--- src/rtl/i2s_pkg.sv ---
// Shared I2S definitions: sample/slot widths, sample types and the slot-index to data-bit mapping.
// Used by both the transmitter and the receiver.
package i2s_pkg;

    localparam int I2S_WIDTH   = 24;
    localparam int SLOT_WIDTH  = 32;
    localparam int SLOT_IDX_W  = $clog2(SLOT_WIDTH);
    localparam int WORD_IDX_W  = $clog2(I2S_WIDTH);

    typedef logic signed [I2S_WIDTH-1:0] sample_t;

    typedef struct packed {
        sample_t left;
        sample_t right;
    } stereo_t;

    // Slot index 0 is the one-bit I2S delay, then MSB-first word bits, then zero padding.
    function automatic logic slotBit(input sample_t word, input logic [SLOT_IDX_W-1:0] k);
        int   kInt;
        logic bitVal;
        kInt   = int'(k);
        bitVal = 1'b0;
        if (kInt >= 1 && kInt <= I2S_WIDTH) begin
            bitVal = word[WORD_IDX_W'(I2S_WIDTH - kInt)];
        end
        return bitVal;
    endfunction

endpackage

--- src/rtl/i2s_transmitter_if.sv ---
// Sample-pair handshake between the audio processor and the I2S transmitter.
interface i2s_transmitter_if;
    import i2s_pkg::*;

    sample_t s_left;
    sample_t s_right;
    logic    s_valid;
    logic    s_ready;

    modport master (
        output s_left,
        output s_right,
        output s_valid,
        input  s_ready
    );

    modport slave (
        input  s_left,
        input  s_right,
        input  s_valid,
        output s_ready
    );

endinterface

--- src/rtl/i2s_bclk_gen.sv ---
// Bit-clock generator: divides sys_clk by BCLK_DIV into a registered bclk and a fall-tick strobe.
module i2s_bclk_gen #(
    parameter int BCLK_DIV = 8
) (
    input  logic sys_clk,
    input  logic sys_rst,
    output logic bclk_o,
    output logic fallTick_o
);

    localparam int CNT_W = $clog2(BCLK_DIV);
    localparam logic [CNT_W-1:0] RISE_AT = CNT_W'(BCLK_DIV / 2 - 1);
    localparam logic [CNT_W-1:0] FALL_AT = CNT_W'(BCLK_DIV - 1);

    logic [CNT_W-1:0] divCnt_q, divCnt_d;
    logic             bclk_q, bclk_d;
    logic             riseTick;

    assign riseTick   = (divCnt_q == RISE_AT);
    assign fallTick_o = (divCnt_q == FALL_AT);
    assign bclk_o     = bclk_q;

    always_comb begin
        divCnt_d = fallTick_o ? '0 : divCnt_q + 1'b1;
        bclk_d   = bclk_q;
        if (riseTick) begin
            bclk_d = 1'b1;
        end else if (fallTick_o) begin
            bclk_d = 1'b0;
        end
    end

    always_ff @(posedge sys_clk or posedge sys_rst) begin
        if (sys_rst) begin
            divCnt_q <= '0;
            bclk_q   <= 1'b0;
        end else begin
            divCnt_q <= divCnt_d;
            bclk_q   <= bclk_d;
        end
    end

endmodule

--- src/rtl/i2s_transmitter.sv ---
// Stereo I2S master transmitter: one-pair input buffer, per-frame frame register, MSB-first serialiser.
// Build option I2S_TX_HOLD_LAST_EN: on underrun re-send the previous pair instead of silence.
module i2s_transmitter
    import i2s_pkg::*;
#(
    parameter int BCLK_DIV = 8
) (
    input  logic               sys_clk,
    input  logic               sys_rst,
    i2s_transmitter_if.slave   inBus,
    output logic               i2s_bclk,
    output logic               i2s_lrclk,
    output logic               i2s_data,
    output logic               frame_start,
    output logic               underrun
);

    localparam logic [SLOT_IDX_W-1:0] LAST_IDX = SLOT_IDX_W'(SLOT_WIDTH - 1);

    logic                  fallTick;
    logic [SLOT_IDX_W-1:0] bitIdx_q, bitIdx_d;
    logic                  lrclk_q, lrclk_d;
    logic                  data_q, data_d;
    stereo_t               buf_q, buf_d;
    logic                  bufFull_q, bufFull_d;
    stereo_t               frame_q, frame_d;
    logic                  frameStart_q, frameStart_d;
    logic                  underrun_q, underrun_d;
    logic                  frameTick;
    logic                  accept;

    i2s_bclk_gen #(
        .BCLK_DIV (BCLK_DIV)
    ) u_bclkGen (
        .sys_clk    (sys_clk),
        .sys_rst    (sys_rst),
        .bclk_o     (i2s_bclk),
        .fallTick_o (fallTick)
    );

    assign accept        = inBus.s_valid && !bufFull_q;
    assign inBus.s_ready = ~bufFull_q;
    assign i2s_lrclk     = lrclk_q;
    assign i2s_data      = data_q;
    assign frame_start   = frameStart_q;
    assign underrun      = underrun_q;

    // Slot counter, word select and data all move together on the bclk fall tick.
    always_comb begin
        bitIdx_d  = bitIdx_q;
        lrclk_d   = lrclk_q;
        data_d    = data_q;
        frameTick = 1'b0;
        if (fallTick) begin
            if (bitIdx_q == LAST_IDX) begin
                bitIdx_d  = '0;
                lrclk_d   = ~lrclk_q;
                frameTick = lrclk_q;
            end else begin
                bitIdx_d = bitIdx_q + 1'b1;
            end
            data_d = slotBit(lrclk_d ? frame_q.right : frame_q.left, bitIdx_d);
        end
    end

    // A frame start either consumes the buffered pair or underruns; accepts only land in an empty buffer.
    always_comb begin
        buf_d        = buf_q;
        bufFull_d    = bufFull_q;
        frame_d      = frame_q;
        frameStart_d = frameTick;
        underrun_d   = frameTick && !bufFull_q;
        if (frameTick && bufFull_q) begin
            frame_d   = buf_q;
            bufFull_d = 1'b0;
        end else begin
            if (frameTick) begin
`ifdef I2S_TX_HOLD_LAST_EN
                frame_d = frame_q;
`else
                frame_d = '0;
`endif
            end
            if (accept) begin
                buf_d     = {inBus.s_left, inBus.s_right};
                bufFull_d = 1'b1;
            end
        end
    end

    always_ff @(posedge sys_clk or posedge sys_rst) begin
        if (sys_rst) begin
            bitIdx_q     <= LAST_IDX;
            lrclk_q      <= 1'b1;
            data_q       <= 1'b0;
            buf_q        <= '0;
            bufFull_q    <= 1'b0;
            frame_q      <= '0;
            frameStart_q <= 1'b0;
            underrun_q   <= 1'b0;
        end else begin
            bitIdx_q     <= bitIdx_d;
            lrclk_q      <= lrclk_d;
            data_q       <= data_d;
            buf_q        <= buf_d;
            bufFull_q    <= bufFull_d;
            frame_q      <= frame_d;
            frameStart_q <= frameStart_d;
            underrun_q   <= underrun_d;
        end
    end

endmodule

--- src/flat_wrapper.sv ---
// flat-port wrapper written by rule: the top's interface ports become plain ports
module i2s_transmitter_flat import i2s_pkg::*;
#(
    parameter int BCLK_DIV = 8
)
  (sys_clk, sys_rst, i2s_bclk, i2s_lrclk, i2s_data, frame_start, underrun, inBus_s_left, inBus_s_right, inBus_s_valid, inBus_s_ready);
  i2s_transmitter_if inBus_i ();
  input  logic sys_clk;
  input  logic sys_rst;
  output logic i2s_bclk;
  output logic i2s_lrclk;
  output logic i2s_data;
  output logic frame_start;
  output logic underrun;
  input wire logic [$bits(inBus_i.s_left)-1:0] inBus_s_left;
  input wire logic [$bits(inBus_i.s_right)-1:0] inBus_s_right;
  input wire logic [$bits(inBus_i.s_valid)-1:0] inBus_s_valid;
  output wire logic [$bits(inBus_i.s_ready)-1:0] inBus_s_ready;
  assign inBus_i.s_left = inBus_s_left;
  assign inBus_i.s_right = inBus_s_right;
  assign inBus_i.s_valid = inBus_s_valid;
  assign inBus_s_ready = inBus_i.s_ready;
  i2s_transmitter #(.BCLK_DIV(BCLK_DIV)) u_core (.sys_clk(sys_clk), .sys_rst(sys_rst), .inBus(inBus_i), .i2s_bclk(i2s_bclk), .i2s_lrclk(i2s_lrclk), .i2s_data(i2s_data), .frame_start(frame_start), .underrun(underrun));
endmodule
--- config.mk ---
export PLATFORM = sky130hd
export DESIGN_NAME = i2s_transmitter_flat
export DESIGN_NICKNAME = d
export VERILOG_FILES = /design/src/rtl/i2s_pkg.sv /design/src/rtl/i2s_transmitter_if.sv /design/src/rtl/i2s_bclk_gen.sv /design/src/rtl/i2s_transmitter.sv /design/src/flat_wrapper.sv
export SDC_FILE = /design/constraint.sdc
export NUM_CORES = 1
export LEC_CHECK = 0
export CELL_PAD_IN_SITES_DETAIL_PLACEMENT = 2
export CELL_PAD_IN_SITES_GLOBAL_PLACEMENT = 2
export CORE_MARGIN = 5
export CORE_UTILIZATION = 40
export DETAILED_ROUTE_END_ITERATION = 8
export PLACE_DENSITY = 0.83
export SLEW_MARGIN = 20
export SYNTH_ARGS = -nofsm -noshare
export SYNTH_HDL_FRONTEND = slang
export SYNTH_HIERARCHICAL = 1
export SYNTH_SLANG_ARGS = --single-unit
--- constraint.sdc ---
create_clock -name sys_clk -period 5.5 [get_ports sys_clk]
set_input_delay 1.1 -clock sys_clk [delete_from_list [all_inputs] [get_ports sys_clk]]
set_output_delay 1.1 -clock sys_clk [all_outputs]
set_load 0.02 [all_outputs]
Word level (Yosys, flattened, before mapping)
Index checks and enable logic that the tools add are counted.

storage, ports and cells
  ROM bits = 0
  output and inout bits = 6
  word-level logic and storage cells = 51
  memories = 0
  latch bits = 0
  RAM bits = 0
  register bits after elaboration = 110

operators by class
  magnitude comparators = 3
  shifts and indexed selects = 0
  divide/modulo/power cells = 0
  bitwise operators = 3
  add/subtract/negate cells = 3
  equal/unequal tests = 3
  multiplexer cells = 18
  reduce and logical (&&, ||, !) cells = 9
  multipliers = 0

operators by type and width
  kind                                                               count
  two-way mux 48 bit                                                 2
  two-way mux 24 bit                                                 1
  two-way mux 1 bit                                                  11
  two-way mux 5 bit                                                  2
  less-than comparator 5 x 7 -> 1 bit, second input constant         1
  nonzero test 2 bit                                                 3
  adder 5 x 1 -> 5 bit, second input constant                        1
  binary-select mux 1 bit (select 5 bit)                             1
  == test 5 bit, second input constant                               1
  greater-or-equal comparator 5 x 1 -> 1 bit, second input constant  1
  <= comparator 5 bit, second input constant                         1
  subtractor 5 bit, first input constant                             1
  logical AND 1 bit                                                  4
  adder 3 x 1 -> 3 bit, second input constant                        1
  == test 3 x 2 -> 1 bit, second input constant                      1
  == test 3 bit, second input constant                               1
  two-way mux 3 bit                                                  1
  inverter 1 bit                                                     3
  AND reduction 2 bit                                                1
  logical NOT 1 bit                                                  1

Logic depth before layout (Yosys ltp)
Gate-level depths: netlist of the first run.

  word-level depth = 8
  depth in mapped cells = 13
  mapped depth without buffers = 10

Hierarchy
The synthesis of the first run kept the hierarchy.

by module, submodules not included
  module           instances  cells an instance  area an instance (sq um)
  i2s_transmitter  1          457                4966.0
  i2s_bclk_gen     1          14                 170.2

Least setup slack after synthesis of the first run
No wires, ideal clock.

  kind = reg2reg
  start point = register u_core.bitIdx_q[1]
  end point = register u_core.data_q (netlist: u_core/i2s_data)
  path buffers = 3
  required time = 5.424 ns
  setup slack = 2.738 ns
  stages on the path, launching flop included = 14
  data arrival time = 2.685 ns
  setup time = 0.076 ns
  cell sequence = dfstp_2 -> ha_1 -> and3_2 -> ha_1 -> clkbuf_1 -> buf_6 -> nand2b_1 -> ha_1 -> buf_2 -> a21oi_1 -> nand2_1 -> a211oi_1 -> a211oi_2 -> o21ai_1

on the way
  word-level cells in the longest chain between the ends = 8
  elaborated cells between the ends (all ways) = 15
  classes of those cells = add/sub (2); order compare (2); eq/ne (1); mux (9); reduce/logical (1)

RTL lines
  what                                                           RTL line                                      text
  from (decl)                                                    i2s_transmitter.sv:21                         logic [SLOT_IDX_W-1:0] bitIdx_q, bitIdx_d;
  from (signal assigned)                                         i2s_transmitter.sv:102                        bitIdx_q <= bitIdx_d;
  adder 5 x 1 -> 5 bit / == test 5 bit (equally long branches)   i2s_transmitter.sv:60, i2s_transmitter.sv:55
  two-way mux 5 bit / two-way mux 1 bit (equally long branches)  i2s_transmitter.sv:55                         if (bitIdx_q == LAST_IDX) begin
  two-way mux 5 bit / two-way mux 1 bit (equally long branches)  i2s_transmitter.sv:54                         if (fallTick) begin
  subtractor 5 bit / two-way mux 24 bit (equally long branches)  i2s_pkg.sv:24, i2s_transmitter.sv:62
  binary-select mux 1 bit (select 5 bit)                         i2s_pkg.sv:24                                 bitVal = word[WORD_IDX_W'(I2S_WIDTH - kInt)];
  two-way mux 1 bit (not written as such) (2 in a row)           i2s_pkg.sv:24
  two-way mux 1 bit (*)                                          i2s_pkg.sv:23                                 if (kInt >= 1 && kInt <= I2S_WIDTH) begin
  to (signal assigned)                                           i2s_transmitter.sv:104                        data_q <= data_d;
  to (decl)                                                      i2s_transmitter.sv:23                         logic data_q, data_d;

Every way passes the cells marked *; elsewhere a longest branch is shown, timed or not. The select of a mux whose other input is x is not followed.
A chain may end at the register's enable or synchronous reset.

Worst setup path after layout of the first run
  start point = register u_core.lrclk_q (netlist: u_core/i2s_lrclk)
  end point = output i2s_lrclk

RTL lines
  what                    RTL line                text
  from (decl)             i2s_transmitter.sv:22   logic lrclk_q, lrclk_d;
  from (signal assigned)  i2s_transmitter.sv:103  lrclk_q <= lrclk_d;
  to (decl)               flat_wrapper.sv:11      output logic i2s_lrclk;

No word-level cell between the ends.

==> impl_metrics.py, run 1 <==
metrics = {
    "floorplanning": {
        "coreArea_sq_mm": 0.01262,
        "die_x_um": 123.3,
        "start_util": 0.4070,
        "io_pins": 57,
        "rows": 41,
        "die-area_sq_mm": 0.01521,
        "die_h_um": 123.3,
    },
    "final_layout": {
        "syn2layout_area_growth_pct": 18.17,
        "diodes": 0,
        "nNetsFinal": 568,
        "drive_above_1_share": 0.1751,
    },
    "place": {
        "place_ws_ps": 2227,
        "dp_hpwl_mm": 8.648,
        "gp_congestion": 0.8363,
        "io_buffers": 56,
    },
    "clocking": {
        "ctsHoldBuffers": 0,
        "cts.repair.resized": 0,
        "cts_root_buf": "clkbuf_16",
        "cts_tree": "yes",
        "cts_buffers": 9,
        "clk_latency_ps": 350,
        "clockBufferDepth": 2,
        "postCtsSetupRepairBufs": 0,
        "clock_sinks": 110,
        "h-tree-depth": 3,
        "clkTransAtPathRegs_ps": 70,
    },
    "sta": {
        "rsz0062_at_grt": "no",
        "fmax_mhz": 287.4,
        "setup_tns_ps": 0,
        "hold_violations": 0,
        "setup_viol": 0,
        "worst_pin_slew_ps": 1085,
        "maxSlewViolCount": 0,
        "clock_skew_ps": 5.861,
        "fin_crit_sh": 0.6327,
        "min_period_ps": 3480,
        "relSlewSlack": 0.2767,
        "finalWorstSetupSlack_ps": 2020,
    },
    "worst_setup_path": {
        "path_delay_family": "flip-flops",
        "cp-start-kind": "flip-flop",
        "path_cells": "clkdlybuf4s50_1",
        "cp-end-kind": "output port",
        "cp_slowest_cell": "dfstp_2",
        "cp.required_ps": 4400,
        "worstPathArrival_ps": 2380,
        "worstSetupPathType": "reg2out",
        "cp_num_buf_inv": 1,
        "slowest_delay_ps": 1250,
        "crit_fanout": 41,
    },
    "logic_synthesis": {
        "syn_nets": 530,
        "ys_ff_latch": 110,
        "netlist.area_leader.share": 0.5067,
        "yosys-top-cells-area": "dfrtp_1 (51%), mux2_2 (12%), nand2_1 (7.8%), mux2i_1 (5.5%), o21ai_0 (5.5%)",
        "ys.flop_type": "dfrtp_1",
        "yosysSeqAreaShare": 0.5374,
        "avgSynthCellArea_sq_um": 10.90,
        "synthDistinctLibCells": 44,
        "synthCells": 471,
        "synth_edf_count": 0,
        "synth_area_sq_mm": 0.005136,
        "async_flop_share": 1.000,
        "synth_area_leader_cell": "dfrtp_1",
        "yosys_warnings": 6,
        "synth_most_common_cell": "nand2_1",
        "synth_common_cells": "nand2_1 (107), dfrtp_1 (104), o21ai_0 (56)",
    },
    "route": {
        "drt_wl_total_mm": 12.81,
        "drtIter0Drc": 139,
        "drc": 0,
        "vias": 3619,
        "wl_per_cell_um": 18.67,
        "ant_nets": 0,
        "dr.pass1.iters": 4,
        "via_per_inst": 5.276,
    },
    "power": {
        "peakVddDrop_mv": 0.2045,
        "p_leak_nw": 2.639,
        "power_density_mw_per_mm2": 324.6,
    },
    "grt": {
        "grt_pass1_wl_mm": 21.65,
        "grt_pass1_vias": 4174,
        "grt_start_max_net_pins": 80,
        "grt_usage": 0.1838,
        "grt.overflow.total": 0,
        "antenna_found_initial": 0,
    },
    "worst_hold_path": {
        "hold_path.class": "reg2reg",
    },
    "run": {
        "drv_cap": 0,
    },
    "outcome": {
        "status": "complete, no violations",
    },
}
-- layout make-up --
cell class	count	area, sq um
multi-input cells	318	2157
inverters	10	42.54
flip-flops and latches	110	2761
repair buffers	60	590.6
fillers	1324	6550
clock buffers	13	260.3
clock inverters	3	42.54
well taps	172	215.2
-- per-layer routing --
metal,track usage,up-vias,wire (um)
met5,0,-,0
met4,0.07128,0,261
met3,0.02790,19,304
met2,0.3333,52,6803
met1,0.2182,1854,5439
li1,-,1694,-
-- layout by cell type, fill, tap and decap left out, types with 4 or more instances in the layout --
cell type	n
clkbuf_16	9
ha_1	8
o21ai_0	56
a22oi_1	10
clkdlybuf4s50_1	56
nand2_1	107
dfstp_2	6
buf_4	4
dfrtp_1	103
mux2i_1	28
mux2_2	54
a21oi_1	6
inv_1	9
nor2_1	6
-- worst paths after layout --
kind / from / endpoint / slack, ps / cells past startpoint
setup / recovery: u_core/i2s_lrclk / i2s_lrclk / 2020 / 1
hold / removal: u_core/u_bclkGen/divCnt_q[0] / u_core/u_bclkGen/divCnt_q[0] / 460 / 1
hold reg to reg: u_core/u_bclkGen/divCnt_q[0] / u_core/u_bclkGen/divCnt_q[0] / 460 / 1
max in group asynchronous: sys_rst / u_core/bitIdx_q[0] / 3320 / 3
min in group asynchronous: sys_rst / u_core/u_bclkGen/divCnt_q[2] / 1060 / 2
setup reg to reg: u_core/bitIdx_q[0] / u_core/i2s_data / 2160 / 10
-- sequential cells by signal, indices dropped and copies added, names as in the netlist --
signal	count
u_core/i2s_data	1
u_core/bufFull_q	1
u_core/u_bclkGen/bclk_o	1
u_core/frame_q	48
u_core/frame_start	1
u_core/underrun	1
u_core/buf_q	48
u_core/bitIdx_q	5
u_core/i2s_lrclk	1
u_core/u_bclkGen/divCnt_q	3
-- through the flow --
stage	instances	total power, mW	area [sq um]	utilization	hold WS (ps)
5_1_grt	686	2.076	6070	0.4810	488.2
3_5_place_dp	670	1.327	5764	0.4568	436.5
4_1_cts	686	2.006	6067	0.4808	467.6
2_1_floorplan	471	1.205	5136	-	403.1
3_3_place_gp	670	1.295	5764	0.4568	413.9
6_report	686	1.970	6070	0.4810	462.5
-- logic make-up (layout without fill, tap and decap cells) --
group,Yosys count,count (layout),synth area share
buf+inv,43,86,0.04507
flops,110,110,0.5374
mux,83,83,0.1752
simple gates,133,133,0.1111
fa+ha+maj,8,8,0.01949
compound gates,90,90,0.1050
xor+xnor,4,4,0.006822
-- power by group --
group / internal [mW] / switching [mW]
clock: 0.378 / 0.288
sequential: 0.947 / 0.0793
combinational: 0.164 / 0.115
total: 1.49 / 0.482
(Power assumes the default switching activity.)
==> run 2: changes to the inputs <==
--- a/config.mk
+++ b/config.mk
@@ -8,9 +8,9 @@
 export CELL_PAD_IN_SITES_DETAIL_PLACEMENT = 2
 export CELL_PAD_IN_SITES_GLOBAL_PLACEMENT = 2
 export CORE_MARGIN = 5
-export CORE_UTILIZATION = 40
+export CORE_UTILIZATION = 37
 export DETAILED_ROUTE_END_ITERATION = 8
-export PLACE_DENSITY = 0.83
+export PLACE_DENSITY = 0.77
 export SLEW_MARGIN = 20
 export SYNTH_ARGS = -nofsm -noshare
 export SYNTH_HDL_FRONTEND = slang
==> constraint.sdc (replaced) <==
create_clock -name sys_clk -period 3.3 [get_ports sys_clk]
set_input_delay 0.66 -clock sys_clk [delete_from_list [all_inputs] [get_ports sys_clk]]
set_output_delay 0.66 -clock sys_clk [all_outputs]
set_load 0.02 [all_outputs]
==> impl_metrics.py, run 2 (synthesis gave the netlist of run 1 again) <==
metrics = {
    "outcome": {
        "status": "complete, no violations",
    },
    "worst_setup_path": {
        "reg2reg_depth": 10,
        "cp_slowest_cell": "ha_1",
        "path_delay_family": "adder cells",
        "reg2reg_slack_ps": 400,
        "cp-start-kind": "flip-flop",
        "cp.required_ps": 3540,
        "cp_num_buf_inv": 0,
        "cp-end-kind": "flip-flop",
        "crit_fanout": 12,
        "worstPathArrival_ps": 3140,
        "r2r-end": "u_core/i2s_data",
        "crit_top_cell": "ha_1",
        "slowest_delay_ps": 450,
        "r2r-start": "u_core/bitIdx_q[0]",
        "path_cells": "ha_1 > and3_2 > ha_1 > or2_2 > ha_1 > a21boi_0 > a22oi_1 > mux2i_1 > a32oi_1 > o21ai_1",
        "worstSetupPathType": "reg2reg",
    },
    "floorplanning": {
        "io_pins": 57,
        "die_x_um": 127.8,
        "die_h_um": 127.8,
        "start_util": 0.3729,
        "coreArea_sq_mm": 0.01377,
        "die-area_sq_mm": 0.01634,
        "rows": 43,
    },
    "clocking": {
        "postCtsSetupRepairBufs": 0,
        "clkTransAtPathRegs_ps": 70,
        "cts_root_buf": "clkbuf_16",
        "cts_buffers": 9,
        "clk_latency_ps": 350,
        "clockBufferDepth": 2,
        "clock_sinks": 110,
        "cts.repair.resized": 0,
        "h-tree-depth": 3,
        "cts_tree": "yes",
        "ctsHoldBuffers": 0,
    },
    "final_layout": {
        "final_cell_mix": "nand2_1 (107), dfrtp_1 (104), clkdlybuf4s50_1 (56), o21ai_0 (56), mux2_2 (54)",
        "drive_above_1_share": 0.1850,
        "diodes": 0,
        "seq_area_sq_mm": 0.002760,
        "top_regs": "u_core/buf_q (48), u_core/frame_q (48), u_core/bitIdx_q (5)",
        "nNetsFinal": 573,
        "fin_util": 0.4438,
        "syn2layout_area_growth_pct": 19.00,
        "multi_input_area_sq_mm": 0.002157,
        "fill_cells": 1437,
        "final_common_cell": "nand2_1",
    },
    "grt": {
        "grt_usage": 0.1591,
        "grt_start_max_net_pins": 73,
        "grt_pass1_wl_mm": 20.64,
        "grt_pass1_vias": 4077,
        "grt.overflow.total": 0,
        "antenna_found_initial": 0,
    },
    "route": {
        "drc": 0,
        "dr.pass1.iters": 4,
        "drtIter0Drc": 119,
        "via_per_inst": 5.110,
        "wl_per_cell_um": 17.28,
        "ant_nets": 0,
        "vias": 3572,
        "drt_wl_total_mm": 12.08,
    },
    "sta": {
        "worst_pin_slew_ps": 705.2,
        "setup_tns_ps": 0,
        "setup_viol": 0,
        "relSlewSlack": 0.5289,
        "min_period_ps": 2899,
        "hold_violations": 0,
        "rsz0062_at_grt": "no",
        "fmax_mhz": 345.0,
        "clock_skew_ps": 6.851,
        "fin_crit_sh": 0.8784,
        "maxSlewViolCount": 0,
    },
    "power": {
        "power_density_mw_per_mm2": 519.8,
        "p_leak_nw": 2.649,
        "peakVddDrop_mv": 0.2812,
    },
    "worst_hold_path": {
        "holdPathStages": 1,
        "hold_path.class": "reg2reg",
        "hold_end": "u_core/u_bclkGen/divCnt_q[0]",
        "min-delay-start": "u_core/u_bclkGen/divCnt_q[0]",
    },
    "place": {
        "gp_congestion": 0.7872,
        "dp_hpwl_mm": 8.380,
        "io_buffers": 56,
    },
    "run": {
        "drv_cap": 0,
    },
}
run 2: area by class of cell:
class / count / share of cell area
Inverter: 10 / 0.006755
Tap cell: 180 / 0.03685
Clock buffer: 9 / 0.03685
Sequential cell: 110 / 0.4516
Timing Repair Buffer: 65 / 0.1069
Clock inverter: 7 / 0.008188
Multi-Input combinational cell: 318 / 0.3529
run 2: worst max path at each step:
| stage | cells after the start | end | startpoint |
|---|---|---|---|
| floorplan | 13 | u_core/i2s_data | u_core/bitIdx_q[1] |
| global placement | 10 | u_core/i2s_data | u_core/bitIdx_q[0] |
| detailed placement | 10 | u_core/i2s_data | u_core/bitIdx_q[0] |
| CTS | 10 | u_core/i2s_data | u_core/bitIdx_q[0] |
| global route | 10 | u_core/i2s_data | u_core/bitIdx_q[0] |
| finish | 10 | u_core/i2s_data | u_core/bitIdx_q[0] |
run 2: report_power, final:
group	total [mW]	internal (mW)	leakage [nW]	switching [mW]
clock	1.02	0.513	0.128	0.505
combinational	0.454	0.275	1.12	0.180
sequential	1.70	1.58	1.40	0.128
run 2: metal layers:
layer  global-route usage  vias to the layer above  share of wire
met2               0.2717                       43           0.52
met4              0.04120                        0          0.012
met3              0.04375                        9          0.026
met1               0.1995                     1827           0.44
li1                     -                     1693              -
met5                    0                        -              0
run 2: per-stage QoR:
step / total power, mW / setup slack, ps / hold WS [ps] / instance area [sq um] / instances
after floorplan: 2.009 / 538.3 / 403.1 / 5140 / 471
after global routing: 3.388 / 231.1 / 458.8 / 6112 / 699
final: 3.177 / 401.4 / 442.2 / 6112 / 699
after CTS: 3.253 / 397.8 / 447.8 / 6112 / 699
after global placement: 2.158 / 542.0 / 413.6 / 5837 / 683
after detailed placement: 2.206 / 460.9 / 432.4 / 5837 / 683
